File: src/rtl/instr_encoder.sv
// Program loader: encodes op requests into RV32I words and streams them into
// instruction memory at consecutive word addresses until the memory is full.
//
// state   | meaning
// --------+-------------------------------------------
// EMPTY   | no words accepted since reset/clear
// LOADING | at least one word accepted, room remains
// FULL    | DEPTH words accepted, requests stalled
module instr_encoder #(
    parameter int DEPTH  = 64,
    parameter int ADDR_W = 8,
    parameter int CNT_W  = $clog2(DEPTH) + 1
) (
    input  logic              clk,
    input  logic              rst_n,
    input  logic              clear,
    input  logic              in_valid,
    output logic              in_ready,
    input  logic [2:0]        in_op,
    input  logic [4:0]        in_rd,
    input  logic [4:0]        in_rs1,
    input  logic [4:0]        in_rs2,
    input  logic [12:0]       in_imm,
    output logic              imem_we,
    output logic [ADDR_W-1:0] imem_addr,
    output logic [31:0]       imem_wdata,
    output logic [CNT_W-1:0]  count,
    output logic              full,
    output logic              err,
    output logic [2:0]        err_op
);

    typedef enum logic [1:0] {
        ST_EMPTY   = 2'd0,
        ST_LOADING = 2'd1,
        ST_FULL    = 2'd2
    } state_t;

    localparam logic [CNT_W-1:0] LAST_IDX = CNT_W'(DEPTH - 1);

    localparam logic [2:0] OP_ADD = 3'd0;
    localparam logic [2:0] OP_SUB = 3'd1;
    localparam logic [2:0] OP_AND = 3'd2;
    localparam logic [2:0] OP_OR  = 3'd3;
    localparam logic [2:0] OP_LW  = 3'd4;
    localparam logic [2:0] OP_SW  = 3'd5;
    localparam logic [2:0] OP_BEQ = 3'd6;

    state_t      state;
    state_t      state_next;
    logic [31:0] enc_word;
    logic        enc_legal;
    logic        accept;
    logic        do_write;
    logic        do_reject;

    // Encoder: legality and machine word are derived purely from the request.
    always_comb begin
        enc_word  = 32'h0;
        enc_legal = 1'b1;
        case (in_op)
            OP_ADD: enc_word = {7'h00, in_rs2, in_rs1, 3'b000, in_rd, 7'h33};
            OP_SUB: enc_word = {7'h20, in_rs2, in_rs1, 3'b000, in_rd, 7'h33};
            OP_AND: enc_word = {7'h00, in_rs2, in_rs1, 3'b111, in_rd, 7'h33};
            OP_OR:  enc_word = {7'h00, in_rs2, in_rs1, 3'b110, in_rd, 7'h33};
            OP_LW: begin
                enc_legal = (in_imm[12] == in_imm[11]);
                enc_word  = {in_imm[11:0], in_rs1, 3'b010, in_rd, 7'h03};
            end
            OP_SW: begin
                enc_legal = (in_imm[12] == in_imm[11]);
                enc_word  = {in_imm[11:5], in_rs2, in_rs1, 3'b010, in_imm[4:0], 7'h23};
            end
            OP_BEQ: begin
                enc_legal = ~in_imm[0];
                enc_word  = {in_imm[12], in_imm[10:5], in_rs2, in_rs1, 3'b000,
                             in_imm[4:1], in_imm[11], 7'h63};
            end
            default: enc_legal = 1'b0;
        endcase
    end

    assign accept    = in_valid && in_ready;
    assign do_write  = accept && enc_legal;
    assign do_reject = accept && !enc_legal;

    always_ff @(posedge clk) begin
        if (!rst_n) begin
            state <= ST_EMPTY;
        end else begin
            state <= state_next;
        end
    end

    always_comb begin
        state_next = state;
        if (clear) begin
            state_next = ST_EMPTY;
        end else if (do_write) begin
            state_next = (count == LAST_IDX) ? ST_FULL : ST_LOADING;
        end
    end

    always_comb begin
        in_ready = (state != ST_FULL) && !clear;
        full     = (state == ST_FULL);
    end

    // A write registered before clear still goes out; reset drops it.
    always_ff @(posedge clk) begin
        if (!rst_n) begin
            imem_we    <= 1'b0;
            imem_addr  <= '0;
            imem_wdata <= 32'h0;
            count      <= '0;
            err        <= 1'b0;
            err_op     <= 3'd0;
        end else begin
            imem_we <= do_write;
            if (do_write) begin
                imem_addr  <= ADDR_W'(count) << 2;
                imem_wdata <= enc_word;
            end
            if (clear) begin
                count  <= '0;
                err    <= 1'b0;
                err_op <= 3'd0;
            end else begin
                if (do_write) begin
                    count <= count + CNT_W'(1);
                end
                if (do_reject && !err) begin
                    err    <= 1'b1;
                    err_op <= in_op;
                end
            end
        end
    end

endmodule

File: config.mk
export PLATFORM = sky130hd
export DESIGN_NAME = instr_encoder
export DESIGN_NICKNAME = d
export VERILOG_FILES = /design/src/rtl/instr_encoder.sv
export SDC_FILE = /design/constraint.sdc
export NUM_CORES = 1
export LEC_CHECK = 0
export ABC_AREA = 1
export BUFFER_PORTS_ARGS = -buffer_cell sky130_fd_sc_hd__buf_2
export CORE_MARGIN = 2
export CORE_UTILIZATION = 44
export DETAILED_ROUTE_END_ITERATION = 7
export PLACE_DENSITY_LB_ADDON = 0.08
export SLEW_MARGIN = 20
export SYNTH_ARGS = -nofsm -noshare
export SYNTH_HDL_FRONTEND = slang
export SYNTH_SLANG_ARGS = --single-unit
File: constraint.sdc
create_clock -name clk -period 1.73 [get_ports clk]
set_input_delay 0.346 -clock clk [delete_from_list [all_inputs] [get_ports clk]]
set_output_delay 0.346 -clock clk [all_outputs]
set_load 0.02 [all_outputs]
==> results of run 1 <==
-- worst min-delay path by stage --
stage / startpoint / endpoint / depth (start not counted)
floorplan: state[1] / state[1] / 2
global placement: imem_wdata[4] / imem_wdata[4] / 2
detailed placement: imem_wdata[8] / imem_wdata[8] / 2
CTS: in_imm[8] / imem_wdata[28] / 3
global route: in_imm[8] / imem_wdata[28] / 3
finish: in_imm[8] / imem_wdata[28] / 3
-- layout by cell type (no fill, tap or decap) --
| cell | n |
|---|---|
| a21oi_1 | 34 |
| a31oi_1 | 5 |
| buf_12 | 2 |
| buf_2 | 84 |
| buf_4 | 10 |
| clkbuf_1 | 1 |
| clkbuf_8 | 5 |
| clkinv_2 | 2 |
| conb_1 | 4 |
| dfxtp_1 | 49 |
| ha_1 | 4 |
| inv_1 | 32 |
| inv_2 | 1 |
| inv_4 | 1 |
| nand2_1 | 97 |
| nand2_8 | 1 |
| nand3_1 | 28 |
| nand3_2 | 1 |
| nand3_4 | 1 |
| nand3b_1 | 2 |
| nand4_1 | 7 |
| nand4_2 | 1 |
| nor2_1 | 39 |
| nor2_2 | 1 |
| nor2_8 | 1 |
| o21ai_0 | 12 |
| o21ai_2 | 2 |
| o22ai_1 | 1 |
| xor2_1 | 3 |
-- flip-flops by register name, indices dropped and copies added (netlist names) --
signal and count:
imem_wdata 29, count 7, imem_addr 6, err_op 3
state 2, err 1, imem_we 1
-- report_power, final --
part / internal [mW] / switching [mW]
Clock: 0.281 / 0.364
Combinational: 0.154 / 0.279
Sequential: 1.17 / 0.0212
-- through the flow --
stage	setup slack, ns	utilization, %
2_1_floorplan	0.0894	-
3_3_place_gp	0.0353	53.5
3_5_place_dp	-0.0389	53.5
4_1_cts	0.187	55.0
5_1_grt	0.0909	55.0
6_report	0.206	55.0
-- routing by layer --
layer / track usage, % / routed length, µm / vias to the layer above
met3: 4.48 / 297 / 4
met4: 5.96 / 49 / 0
li1: - / - / 1263
met1: 28.0 / 2780 / 1067
met2: 33.4 / 2880 / 67
met5: 0 / 0 / -
-- layout make-up --
type | count | area, µm²
clock buffers | 6 | 72.6
clock inverters | 2 | 10.0
well taps | 72 | 90.1
repair buffers | 96 | 536
inverters | 34 | 130
fillers | 579 | 2450
multi-input cells | 244 | 1170
flip-flops and latches | 49 | 981
-- worst min-delay path, cell delays in order --
cell and delay, ns:
buf_2 0.09, nand3_1 0.07, a21oi_1 0.06
-- kinds of logic (layout without fill, tap and decap cells) --
family	after synthesis	count (layout)	share of synthesized area [%]
xor gates and xnor gates	3	3	1.08
other	1	4	0.154
buffers and inverters	56	138	12.1
adders and majority gates	4	4	2.05
AOI/OAI and AO/OA	54	54	11.7
DFF	49	49	40.3
and+or+nand+nor	179	179	32.7
-- synth_stat cells, drive strengths merged --
cell type   n  area (µm²)
dfxtp      49         981
xor2        3        26.3
buf        19         153
clkbuf      3        11.3
o21ai      14        77.6
nand2      98         384
a31oi       5        31.3
conb        1        3.75
ha          4        50.1
o22ai       1        6.26
nand4       8        56.3
nand3      30         168
nor2       41         173
a21oi      34         170
nand3b      2        15.0
inv        34         130
==> impl_metrics.json, run 1 <==
{
  "num_vias": 2401,
  "critPathMostFrequentCell": "inv_1",
  "drive_gt1_share_pct": 26.2,
  "cts.htree.levels": 2,
  "hold_buffers": 0,
  "ant_nets": 0,
  "drt_pre_antenna_iters": 4,
  "path_delay_family": "flip-flops",
  "wl_mm": 6.01,
  "clock-skew-final_ns": 0.00462,
  "dpl.hpwl_mm": 4.49,
  "cp.depth": 4,
  "r2r_end": "state[1]",
  "drc_errors": 0,
  "syn_area_um2": 2440,
  "track_usage_pct": 20.7,
  "initial_utilization_pct": 44.8,
  "reg2reg_depth": 6,
  "rsz0062_at_grt": "false",
  "ys_seq_elements": 49,
  "crit_arrival_ns": 1.18,
  "cpPeakStageDelay_ns": 0.35,
  "setup_viol": 0,
  "fin_cells": 503,
  "cts_resized": 0,
  "row_count": 27,
  "total_power_mw": 2.27,
  "startpoint": "state[1]",
  "tns_ns": 0,
  "worstSetupEndpoint": "in_ready",
  "peakVddDrop_v": 0.000350,
  "path_cells": "inv_1 > o21ai_2 > inv_1 > buf_2",
  "gp_congestion": 0.830,
  "dieHeight_um": 78.4,
  "max_freq_mhz": 656,
  "dpl_cell_area_um2": 2910,
  "final_nets": 469,
  "vias_per_cell": 4.77,
  "design_area_um2": 2990,
  "portBuffers": 84,
  "clock_sinks": 49,
  "drt_iter0_markers": 105,
  "clk_latency_ns": 0.30,
  "finalCritPeriodShare_pct": 88.1,
  "hold_path_class": "in2reg",
  "leakage_nw": 1.50,
  "hold_violations": 0,
  "required_ns": 1.38,
  "syn_to_final_growth_pct": 22.8,
  "r2r_setup_slack_ns": 0.32,
  "worst-path-buf-inv": 3,
  "place_inst": 495,
  "post-cts-setup-buffers": 0,
  "first_global_vias": 2190,
  "numCtsBuffers": 5,
  "post_drt_wl_per_cell_um": 12.0,
  "cap_violations": 0,
  "outcome": "finished clean",
  "antenna_found_initial": 0,
  "avgSynthCellArea_um2": 7.04,
  "crit_path_end_kind": "primary output",
  "ys_warn_count": 0,
  "io_pins": 89,
  "crit_fanout": 2,
  "cts.path.max_buffers": 2,
  "start_kind": "register",
  "powerDensity_nw_per_um2": 758,
  "yosysUniqueCellTypes": 27,
  "antenna_cells": 0,
  "holdWs_ns": 0.310,
  "cts_tree": "done",
  "clockRootBuffer": "clkbuf_8",
  "coreArea_um2": 5440,
  "grt_max_degree": 27,
  "worstReg2RegStart": "count[0]",
  "grt_pass1_wl_mm": 10.1,
  "die_area_um2": 6150,
  "final_max_slew_viol_count": 0,
  "yosysSeqAreaShare_pct": 40.3,
  "cts.clk_slew.worst_paths_ns": 0.09,
  "cp_slowest_cell": "dfxtp_1",
  "final.min_clock_period_ns": 1.52,
  "crit_type": "reg2out",
  "die_width_um": 78.4,
  "overflow": 0,
  "synth_cells": 346
}
(Power assumes the default switching activity.)
==> inputs of run 2 (changes only) <==
ABC_AREA = default   (was 1)
CORE_UTILIZATION = 43   (was 44)
==> run 2 against run 1 <==
Critical path depth rose by 5. Area after synthesis fell by 11%. Flip-flop and latch count did not move. Critical path type is now in2reg. Largest power group unchanged. Highest routed layer unchanged.
==> impl_metrics.json, run 2 <==
{
  "outcome": "finished clean",
  "path_cells": "buf_2 > inv_4 > ha_4 > or2_1 > a211oi_2 > buf_12 > buf_12 > nor4_1 > a31o_2",
  "finalCritPeriodShare_pct": 91.2,
  "clk_latency_ns": 0.30,
  "cts_resized": 0,
  "tightest_slew_ns": 0.532,
  "start_kind": "primary input",
  "portBuffers": 84,
  "cp_slowest_cell": "or2_1",
  "ys_warn_count": 0,
  "first_global_vias": 1932,
  "dr_wl_met3_um": 348,
  "hold_start": "in_rs1[2]",
  "reg2reg_depth": 4,
  "design_area_um2": 2960,
  "final_cell_mix": "buf_2 (84), dfxtp_1 (49), a21oi_1 (22), buf_4 (22), o21ai_0 (18)",
  "yosys-top-cells-count": "dfxtp_1 (49), a21oi_1 (22), o21ai_0 (18), nand2_1 (15), nand3_1 (15)",
  "cts.htree.levels": 2,
  "initial_utilization_pct": 45.2,
  "die_area_um2": 5650,
  "clockRootBuffer": "clkbuf_8",
  "drc_errors": 0,
  "path_delay_family": "buffers and inverters",
  "final.min_clock_period_ns": 1.58,
  "place_inst": 399,
  "post-cts-setup-buffers": 0,
  "crit_arrival_ns": 1.78,
  "num_vias": 2196,
  "worstHoldPathCells": 2,
  "startpoint": "in_op[1]",
  "peakVddDrop_v": 0.000350,
  "setup_viol": 0,
  "m1WireLength_mm": 2.66,
  "hold_path_class": "in2reg",
  "dpl.hpwl_mm": 4.32,
  "worstReg2RegStart": "count[0]",
  "powerDensity_nw_per_um2": 801,
  "overflow": 0,
  "slew_headroom_pct": 64.2,
  "numCtsBuffers": 5,
  "yosysSeqAreaShare_pct": 45.1,
  "rsz0062_at_grt": "false",
  "critPathMostFrequentCell": "buf_12",
  "top_register": "imem_wdata",
  "synth_cells": 240,
  "fin_cells": 406,
  "clock_sinks": 49,
  "antenna_cells": 0,
  "synth.top_cell.area_share_pct": 45.1,
  "row_count": 25,
  "r2r_setup_slack_ns": 0.20,
  "cts_tree": "done",
  "crit_path_end_kind": "register",
  "die_width_um": 75.2,
  "fin_util_pct": 61.4,
  "wl_met2_mm": 2.67,
  "post_drt_wl_per_cell_um": 14.1,
  "cpPeakStageDelay_ns": 0.24,
  "leakage_nw": 1.36,
  "drive_gt1_share_pct": 37.8,
  "max_freq_mhz": 634,
  "ys_seq_elements": 49,
  "final_max_slew_viol_count": 0,
  "antenna_found_initial": 0,
  "dieHeight_um": 75.2,
  "holdPathEnd": "imem_wdata[17]",
  "io_pins": 89,
  "cap_violations": 0,
  "tns_ns": 0,
  "hold_violations": 0,
  "worst-path-buf-inv": 4,
  "synthMostInstantiatedCell": "dfxtp_1",
  "gp_congestion": 0.800,
  "syn_area_um2": 2180,
  "grt_max_degree": 19,
  "vias_per_cell": 5.41,
  "track_usage_pct": 20.9,
  "async_flop_share_pct": 0,
  "drt_pre_antenna_iters": 4,
  "highest_layer": "met4",
  "final_nets": 378,
  "dp_slack_ns": -0.170,
  "crit_fanout": 15,
  "yosysTopAreaCell": "dfxtp_1",
  "cts.path.max_buffers": 2,
  "syn_to_final_growth_pct": 35.9,
  "dpl_cell_area_um2": 2860,
  "r2r_end": "state[0]",
  "setup_slack_ns": 0.153,
  "clock-skew-final_ns": 0.00460,
  "ys.flop_type": "dfxtp_1",
  "hold_buffers": 0,
  "final_common_cell": "buf_2",
  "synthTopCellsByArea": "dfxtp_1 (45%), a21oi_1 (5.1%), o21ai_0 (4.1%), o2bb2ai_1 (4.0%), a22oi_1 (3.4%)",
  "grt_pass1_wl_mm": 9.13,
  "cts.clk_slew.worst_paths_ns": 0.09,
  "reg.largest.list": "imem_wdata: 29 flops, count: 7 flops, imem_addr: 6 flops",
  "crit_type": "in2reg",
  "largest_reg_flops": 29,
  "drt_iter0_markers": 147,
  "coreArea_um2": 4820,
  "avgSynthCellArea_um2": 9.07,
  "synth-edff-count": 0,
  "ant_nets": 0,
  "wl_mm": 5.72,
  "required_ns": 1.93,
  "yosysUniqueCellTypes": 42
}
==> run 2: cell families after synthesis <==
group                      share of synthesized area, %
AOI/OAI and AO/OA                                  28.2
and+or+nand+nor                                    16.1
DFF                                                45.1
buffers and inverters                              6.78
adders and majority gates                          2.30
muxes                                             0.920
other                                             0.172
xor gates and xnor gates                          0.402
==> run 2: how the worst max path moves through the flow <==
stage,cells after the start,slack (ns),end
detailed placement,9,-0.17,imem_wdata[12]
finish,9,0.15,imem_wdata[12]
CTS,9,0.14,imem_wdata[12]
global route,8,0.09,imem_wdata[5]
global placement,9,-0.13,imem_wdata[12]
floorplan,9,-0.07,imem_wdata[10]
==> run 2: where the power goes <==
| part | total [mW] | switching [mW] | internal, mW |
|---|---|---|---|
| clock | 0.791 | 0.371 | 0.421 |
| combinational | 0.409 | 0.233 | 0.177 |
| sequential | 1.17 | 0.0150 | 1.15 |
==> run 2: worst register-to-register path: stages (launching register included) <==
cell     delay [ns]
dfxtp_1        0.43
ha_1           0.23
nand4_1        0.16
or4_1          0.48
o211a_1        0.13
==> run 2: area by class of cell <==
type | instances | area [µm²]
clock buffers | 5 | 68.8
clock inverters | 2 | 35.0
fillers | 467 | 1860
inverters | 8 | 40.0
multi-input cells | 165 | 1080
flip-flops and latches | 49 | 981
well taps | 67 | 83.8
repair buffers | 110 | 666
==> run 2: metal layers <==
layer	GRT usage (%)	vias up
met2	33.9	75
met5	0	-
met4	5.85	0
met1	28.8	1029
li1	-	1085
met3	3.61	7
==> run 2: through the flow <==
step / hold slack [ns] / power [mW]
floorplan: 0.455 / 1.44
global placement: 0.444 / 1.60
detailed placement: 0.446 / 1.60
CTS: 0.255 / 2.38
global route: 0.254 / 2.47
finish: 0.258 / 2.37
